File: src/rtl/io_pkg.sv
// Shared constants for the CPU I/O mailbox: I/O window address and the
// status word bit map.
package io_pkg;

  localparam logic [15:0] IO_ADDR = 16'hfffe;

  // Status word single-bit flags.
  localparam int ST_RX_NE   = 0;
  localparam int ST_TX_FULL = 1;
  localparam int ST_TX_OVF  = 2;
  localparam int ST_RX_UNF  = 3;

  // Status word 4-bit count fields.
  localparam int ST_RXCNT_LSB = 4;
  localparam int ST_TXCNT_LSB = 8;

  // Sticky flag update: a set event in the same cycle as a clear wins.
  function automatic logic sticky_next(input logic q, input logic set, input logic clr);
    if (set)      return 1'b1;
    else if (clr) return 1'b0;
    else          return q;
  endfunction

endpackage

File: src/rtl/io_fifo.sv
// Small synchronous FIFO. Pop while empty is ignored; push while full is
// ignored unless a pop happens in the same cycle. Storage is not reset.
module io_fifo #(
  parameter int DEPTH      = 4,
  parameter int DATA_WIDTH = 16
) (
  input  logic                    clk_i,
  input  logic                    rst_i,
  input  logic                    push_i,
  input  logic                    pop_i,
  input  logic [DATA_WIDTH-1:0]   wdata_i,
  output logic [DATA_WIDTH-1:0]   rdata_o,
  output logic [$clog2(DEPTH):0]  count_o,
  output logic                    full_o,
  output logic                    empty_o
);

  localparam int PW = $clog2(DEPTH);
  localparam int CW = PW + 1;

  logic [DATA_WIDTH-1:0] mem_q [DEPTH];
  logic [PW-1:0]         wr_ptr_q, wr_ptr_d;
  logic [PW-1:0]         rd_ptr_q, rd_ptr_d;
  logic [CW-1:0]         count_q, count_d;
  logic                  do_push, do_pop;

  // Qualify push/pop and compute next pointers and count.
  always_comb begin
    do_pop   = pop_i && (count_q != '0);
    do_push  = push_i && ((count_q != CW'(DEPTH)) || do_pop);
    wr_ptr_d = wr_ptr_q;
    rd_ptr_d = rd_ptr_q;
    count_d  = count_q;
    if (do_push) wr_ptr_d = wr_ptr_q + PW'(1);
    if (do_pop)  rd_ptr_d = rd_ptr_q + PW'(1);
    case ({do_push, do_pop})
      2'b10:   count_d = count_q + CW'(1);
      2'b01:   count_d = count_q - CW'(1);
      default: count_d = count_q;
    endcase
  end

  // Pointer and count registers.
  always_ff @(posedge clk_i) begin
    if (rst_i) begin
      wr_ptr_q <= '0;
      rd_ptr_q <= '0;
      count_q  <= '0;
    end else begin
      wr_ptr_q <= wr_ptr_d;
      rd_ptr_q <= rd_ptr_d;
      count_q  <= count_d;
    end
  end

  // Storage write; contents survive reset, only the pointers are cleared.
  always_ff @(posedge clk_i) begin
    if (do_push) mem_q[wr_ptr_q] <= wdata_i;
  end

  assign rdata_o = mem_q[rd_ptr_q];
  assign count_o = count_q;
  assign full_o  = (count_q == CW'(DEPTH));
  assign empty_o = (count_q == '0);

endmodule

File: src/rtl/io_mailbox.sv
// CPU I/O window mailbox: CPU stores go out to the device through a TX FIFO,
// device words come back through an RX FIFO and are read at IOIn.
// Device-side channels use valid/ready: a word moves on a clock edge where
// valid and ready are both high; the sender holds data stable while valid is
// high and ready is low. All outputs come from registered state only.
module io_mailbox
  import io_pkg::*;
#(
  parameter int DEPTH      = 4,
  parameter int DATA_WIDTH = 16
) (
  input  logic                  CLK,
  input  logic                  Reset,
  input  logic [DATA_WIDTH-1:0] IOOut,
  input  logic                  IOOutStrobe,
  input  logic                  IOReadAck,
  input  logic                  IOStatusClear,
  output logic [DATA_WIDTH-1:0] IOIn,
  output logic [15:0]           IOStatus,
  output logic [DATA_WIDTH-1:0] DevOutData,
  output logic                  DevOutValid,
  input  logic                  DevOutReady,
  input  logic [DATA_WIDTH-1:0] DevInData,
  input  logic                  DevInValid,
  output logic                  DevInReady
);

  localparam int CW = $clog2(DEPTH) + 1;

  logic [DATA_WIDTH-1:0] rx_rdata;
  logic [CW-1:0]         tx_count, rx_count;
  logic                  tx_full, tx_empty, rx_full, rx_empty;
  logic                  tx_push, tx_pop, rx_push, rx_pop;
  logic                  ovf_set, unf_set;
  logic                  tx_ovf_q, tx_ovf_d, rx_unf_q, rx_unf_d;

  // Handshake qualification and sticky error events.
  always_comb begin
    tx_pop   = !tx_empty && DevOutReady;
    tx_push  = IOOutStrobe && (!tx_full || tx_pop);
    ovf_set  = IOOutStrobe && tx_full && !tx_pop;
    rx_push  = DevInValid && !rx_full;
    rx_pop   = IOReadAck && !rx_empty;
    unf_set  = IOReadAck && rx_empty;
    tx_ovf_d = sticky_next(tx_ovf_q, ovf_set, IOStatusClear);
    rx_unf_d = sticky_next(rx_unf_q, unf_set, IOStatusClear);
  end

  // Sticky error flag registers.
  always_ff @(posedge CLK) begin
    if (Reset) begin
      tx_ovf_q <= 1'b0;
      rx_unf_q <= 1'b0;
    end else begin
      tx_ovf_q <= tx_ovf_d;
      rx_unf_q <= rx_unf_d;
    end
  end

  io_fifo #(.DEPTH(DEPTH), .DATA_WIDTH(DATA_WIDTH)) u_tx_fifo (
    .clk_i   (CLK),
    .rst_i   (Reset),
    .push_i  (tx_push),
    .pop_i   (tx_pop),
    .wdata_i (IOOut),
    .rdata_o (DevOutData),
    .count_o (tx_count),
    .full_o  (tx_full),
    .empty_o (tx_empty)
  );

  io_fifo #(.DEPTH(DEPTH), .DATA_WIDTH(DATA_WIDTH)) u_rx_fifo (
    .clk_i   (CLK),
    .rst_i   (Reset),
    .push_i  (rx_push),
    .pop_i   (rx_pop),
    .wdata_i (DevInData),
    .rdata_o (rx_rdata),
    .count_o (rx_count),
    .full_o  (rx_full),
    .empty_o (rx_empty)
  );

  // Status packing and CPU-visible read data (zero when RX is empty).
  always_comb begin
    IOStatus                        = '0;
    IOStatus[ST_RX_NE]              = !rx_empty;
    IOStatus[ST_TX_FULL]            = tx_full;
    IOStatus[ST_TX_OVF]             = tx_ovf_q;
    IOStatus[ST_RX_UNF]             = rx_unf_q;
    IOStatus[ST_RXCNT_LSB +: 4]     = 4'(rx_count);
    IOStatus[ST_TXCNT_LSB +: 4]     = 4'(tx_count);
    IOIn                            = rx_empty ? '0 : rx_rdata;
  end

  assign DevOutValid = !tx_empty;
  assign DevInReady  = !rx_full;

endmodule

File: config.mk
export PLATFORM = sky130hd
export DESIGN_NAME = io_mailbox
export DESIGN_NICKNAME = d
export VERILOG_FILES = /design/src/rtl/io_pkg.sv /design/src/rtl/io_fifo.sv /design/src/rtl/io_mailbox.sv
export SDC_FILE = /design/constraint.sdc
export NUM_CORES = 1
export LEC_CHECK = 0
export CAP_MARGIN = 10
export CORE_MARGIN = 3
export CORE_UTILIZATION = 40
export CTS_CLUSTER_DIAMETER = 50
export DETAILED_ROUTE_END_ITERATION = 8
export GPL_TIMING_DRIVEN = 0
export SYNTH_ARGS = -nofsm -noshare
export SYNTH_HDL_FRONTEND = slang
export SYNTH_SLANG_ARGS = --single-unit
File: constraint.sdc
create_clock -name CLK -period 3.01 [get_ports CLK]
set_clock_uncertainty 0.15 [all_clocks]
set_input_delay 0.602 -clock CLK [delete_from_list [all_inputs] [get_ports CLK]]
set_output_delay 0.602 -clock CLK [all_outputs]
set_load 0.005 [all_outputs]
==> metrics.csv, run 1 <==
metric,value,unit
outcome,"finished, final reports clean",
"delay-heaviest family, CP",buffers and inverters,
YS warnings,0,
FF-to-FF path depth,9,
Period minus WS final,2.88,ns
endpoints failing hold,0,
routed wl met3,605,um
max cap viols,0,
number of global-route vias before repair,3142,
"most common cell after layout, fill and taps aside",edfxtp_1,
Syn-to-layout area delta,27.8,%
Max transition margin,39.4,%
worst path required time,2.26,ns
HP Start,u_rx_fifo.rd_ptr_q[1],
Final #Nets,470,
final setup fails,0,
Critical Path AT,2.12,ns
sequential area share after synthesis,72.2,%
hold path depth,2,
largest net degree at the start of global routing,17,
drt drc,0,
element type at the critical path end,primary output,
synth unique cells,34,
full die area,16200,sq um
n_diodes,0,
Crit-path slowest cell,clkdlybuf4s50_1,
met1 wire length,4390,um
initial antenna violation count,0,
worst path bufs/invs,3,
prevailing post-synth register cell,edfxtp_1,
netlist area before placement,5880,sq um
# H-tree levels,4,
Critical Setup Path Class,reg -> out,
period utilisation layout,95.6,%
HPWL Detailed,6730,um
leak pwr,0.00256,uW
1st-iter DRT viols,201,
number of cells after detailed placement,578,
grt total ovfl,0,
total wire length,10500,um
All-Layer GR Usage,13.9,%
Critical Path Fanout Max,10,
Cells after Synth,311,
Worst path max stage delay,0.44,ns
CTS tree,done,
fillers,1143,
"setup slack, reg-to-reg",0.63,ns
Post-CTS Hold Buffers,0,
TritonCTS Buffers,17,
CTS sink count,148,
"non-filler cells, final",611,
Peak Freq,348,MHz
worst skew pair latency,0.41,ns
Reg-to-Reg End,u_tx_fifo.count_o[2],
RSZ-0062 raised after global routing,false,
GP Congestion,0.663,
first-pass GRT wire length,16800,um
syn avg cell area,18.9,sq um
Pre-Repair DR Iteration Count,4,
drt via density,4.86,
CP Cell Sequence,buf_2 -> clkbuf_4 -> mux4_2 -> nor2b_4 -> clkdlybuf4s50_1,
Die Y,127,um
layout cells sized above 1,19.5,%
total number of vias,2967,
IO Pins,89,
Slew @ Worst Pin,0.908,ns
Sum Neg Setup Slack,0,ns
Clock Tree Buf Depth,2,
Worst VDD drop,0.470,mV
Core ar.,14100,sq um
Post-synth EDFFs,128,
Pwr Density,836,nW/um^2
PortBufs,82,
"commonest non-fill, non-tap cells in the layout","edfxtp_1 (128), clkdlybuf4s50_1 (82), mux4_2 (32), dfxtp_1 (20), nor2_1 (18)",
startpoint types,flop,
asr flop ratio synth,0,%
CTS clock-pin slew for the worst setup and hold paths,0.05,ns
Top Metal Used,met4,
#FFs+latches synth,148,
Clock Tree Root,clkbuf_16,
Max Slew Vio Count,0,
routed wl met2,5290,um
Chip Width,127,um
worst hold path type,reg -> reg,
Final ANT Viol Nets,0,
R2R Path Start,u_tx_fifo.count_o[0],
initial core utilization,41.6,%
Row Count,43,
wire per inst,17.1,um
-- worst max path at each step --
stage / end / slack (ns) / cells after the start
6_report: IOIn[6] / 0.13 / 5
5_1_grt: DevOutData[12] / 0.02 / 4
4_1_cts: IOIn[6] / 0.008 / 5
3_5_place_dp: u_tx_fifo.count_o[2] / -0.03 / 10
3_3_place_gp: u_tx_fifo.count_o[2] / -0.006 / 10
2_1_floorplan: u_tx_fifo.count_o[2] / 0.61 / 9
-- power by group --
group / total (uW) / internal, uW / switching (uW) / leakage (uW)
Combinational: 1760 / 1050 / 716 / 0.000954
Clock: 1950 / 1190 / 757 / 0.000263
Sequential: 2570 / 2460 / 107 / 0.00134
-- metrics by stage --
stage	worst slack, ns	instance area [sq um]	util (%)	total power [uW]	hold WS, ns
after CTS	0.00757	7490	52.9	6340	0.357
final	0.133	7510	53.1	6280	0.354
after detailed placement	-0.0343	6940	49.1	4380	0.350
after global placement	-0.00636	6940	49.1	4360	0.319
after floorplan	0.611	5900	-	3580	0.309
after global routing	0.0234	7510	53.1	6600	0.415
-- cell type report --
| class | instances | area [sq um] | share of cell area, % |
|---|---|---|---|
| repair buffers | 85 | 843 | 11.2 |
| plain buffers | 20 | 159 | 2.11 |
| clock buffers | 18 | 429 | 5.71 |
| multi-input cells | 133 | 1440 | 19.2 |
| flip-flops and latches | 148 | 4240 | 56.5 |
| inverters | 14 | 52.6 | 0.699 |
| well taps | 180 | 225 | 3.00 |
| clock inverters | 13 | 118 | 1.57 |
-- timing repair --
| item | in CTS | in global routing |
|---|---|---|
| buffers inserted | 0 | 3 |
| pin swaps | 0 | 0 |
| resized for setup | 1 | 1 |
| setup endpoints to repair | 10 | 9 |
-- per-layer routing --
layer  vias to the layer above  global-route usage (%)
met5                         -                       0
met3                        16                    4.77
met2                        70                    22.7
met4                         0                    6.25
met1                      1493                    16.8
li1                       1388                       -
-- state kept, by name (all words and copies together) (netlist names), named ones only --
name	cells
u_tx_fifo.count_o	3
u_tx_fifo.mem_q	64
rx_unf_q	1
tx_ovf_q	1
u_rx_fifo.rd_ptr_q	2
u_tx_fifo.wr_ptr_q	2
u_rx_fifo.mem_q	64
u_rx_fifo.wr_ptr_q	2
u_tx_fifo.rd_ptr_q	2
u_rx_fifo.count_o	3
-- logic make-up (layout without fill, tap and decap cells) --
family / count (synthesis) / in the layout / synth area share, %
buf+inv: 35 / 150 / 3.58
compound gates: 14 / 14 / 1.47
simple gates: 58 / 58 / 5.87
flops: 148 / 148 / 72.2
fa+ha+maj: 12 / 12 / 2.81
xor+xnor: 7 / 7 / 1.04
other cells: 1 / 6 / 0.0638
mux: 36 / 36 / 13.0
-- worst min-delay path, delay by kind of cell, from the launching register on --
kind / cells / cell delay, ns
DFF: 1 / 0.30
AOI/OAI and AO/OA: 2 / 0.15
-- cells in the mapped netlist, drive strengths merged, types with 3 or more instances --
master,count,area [sq um]
and2,8,50.1
o21ai,3,15.0
a21oi,7,35.0
nor2,18,67.6
xor2,6,52.6
nand2b,4,25.0
or3,4,25.0
edfxtp,128,3840
dfxtp,20,400
nor2b,19,144
buf,20,154
ha,10,125
inv,14,52.6
mux4,32,721
Power figures use the tool's default switching activity.
==> inputs of run 2 (changes only) <==
ABC_CLOCK_PERIOD_IN_PS = 3010   (was unset)
==> results of run 2 <==
Final layout, timing and power as in run 1 (identical DEF).
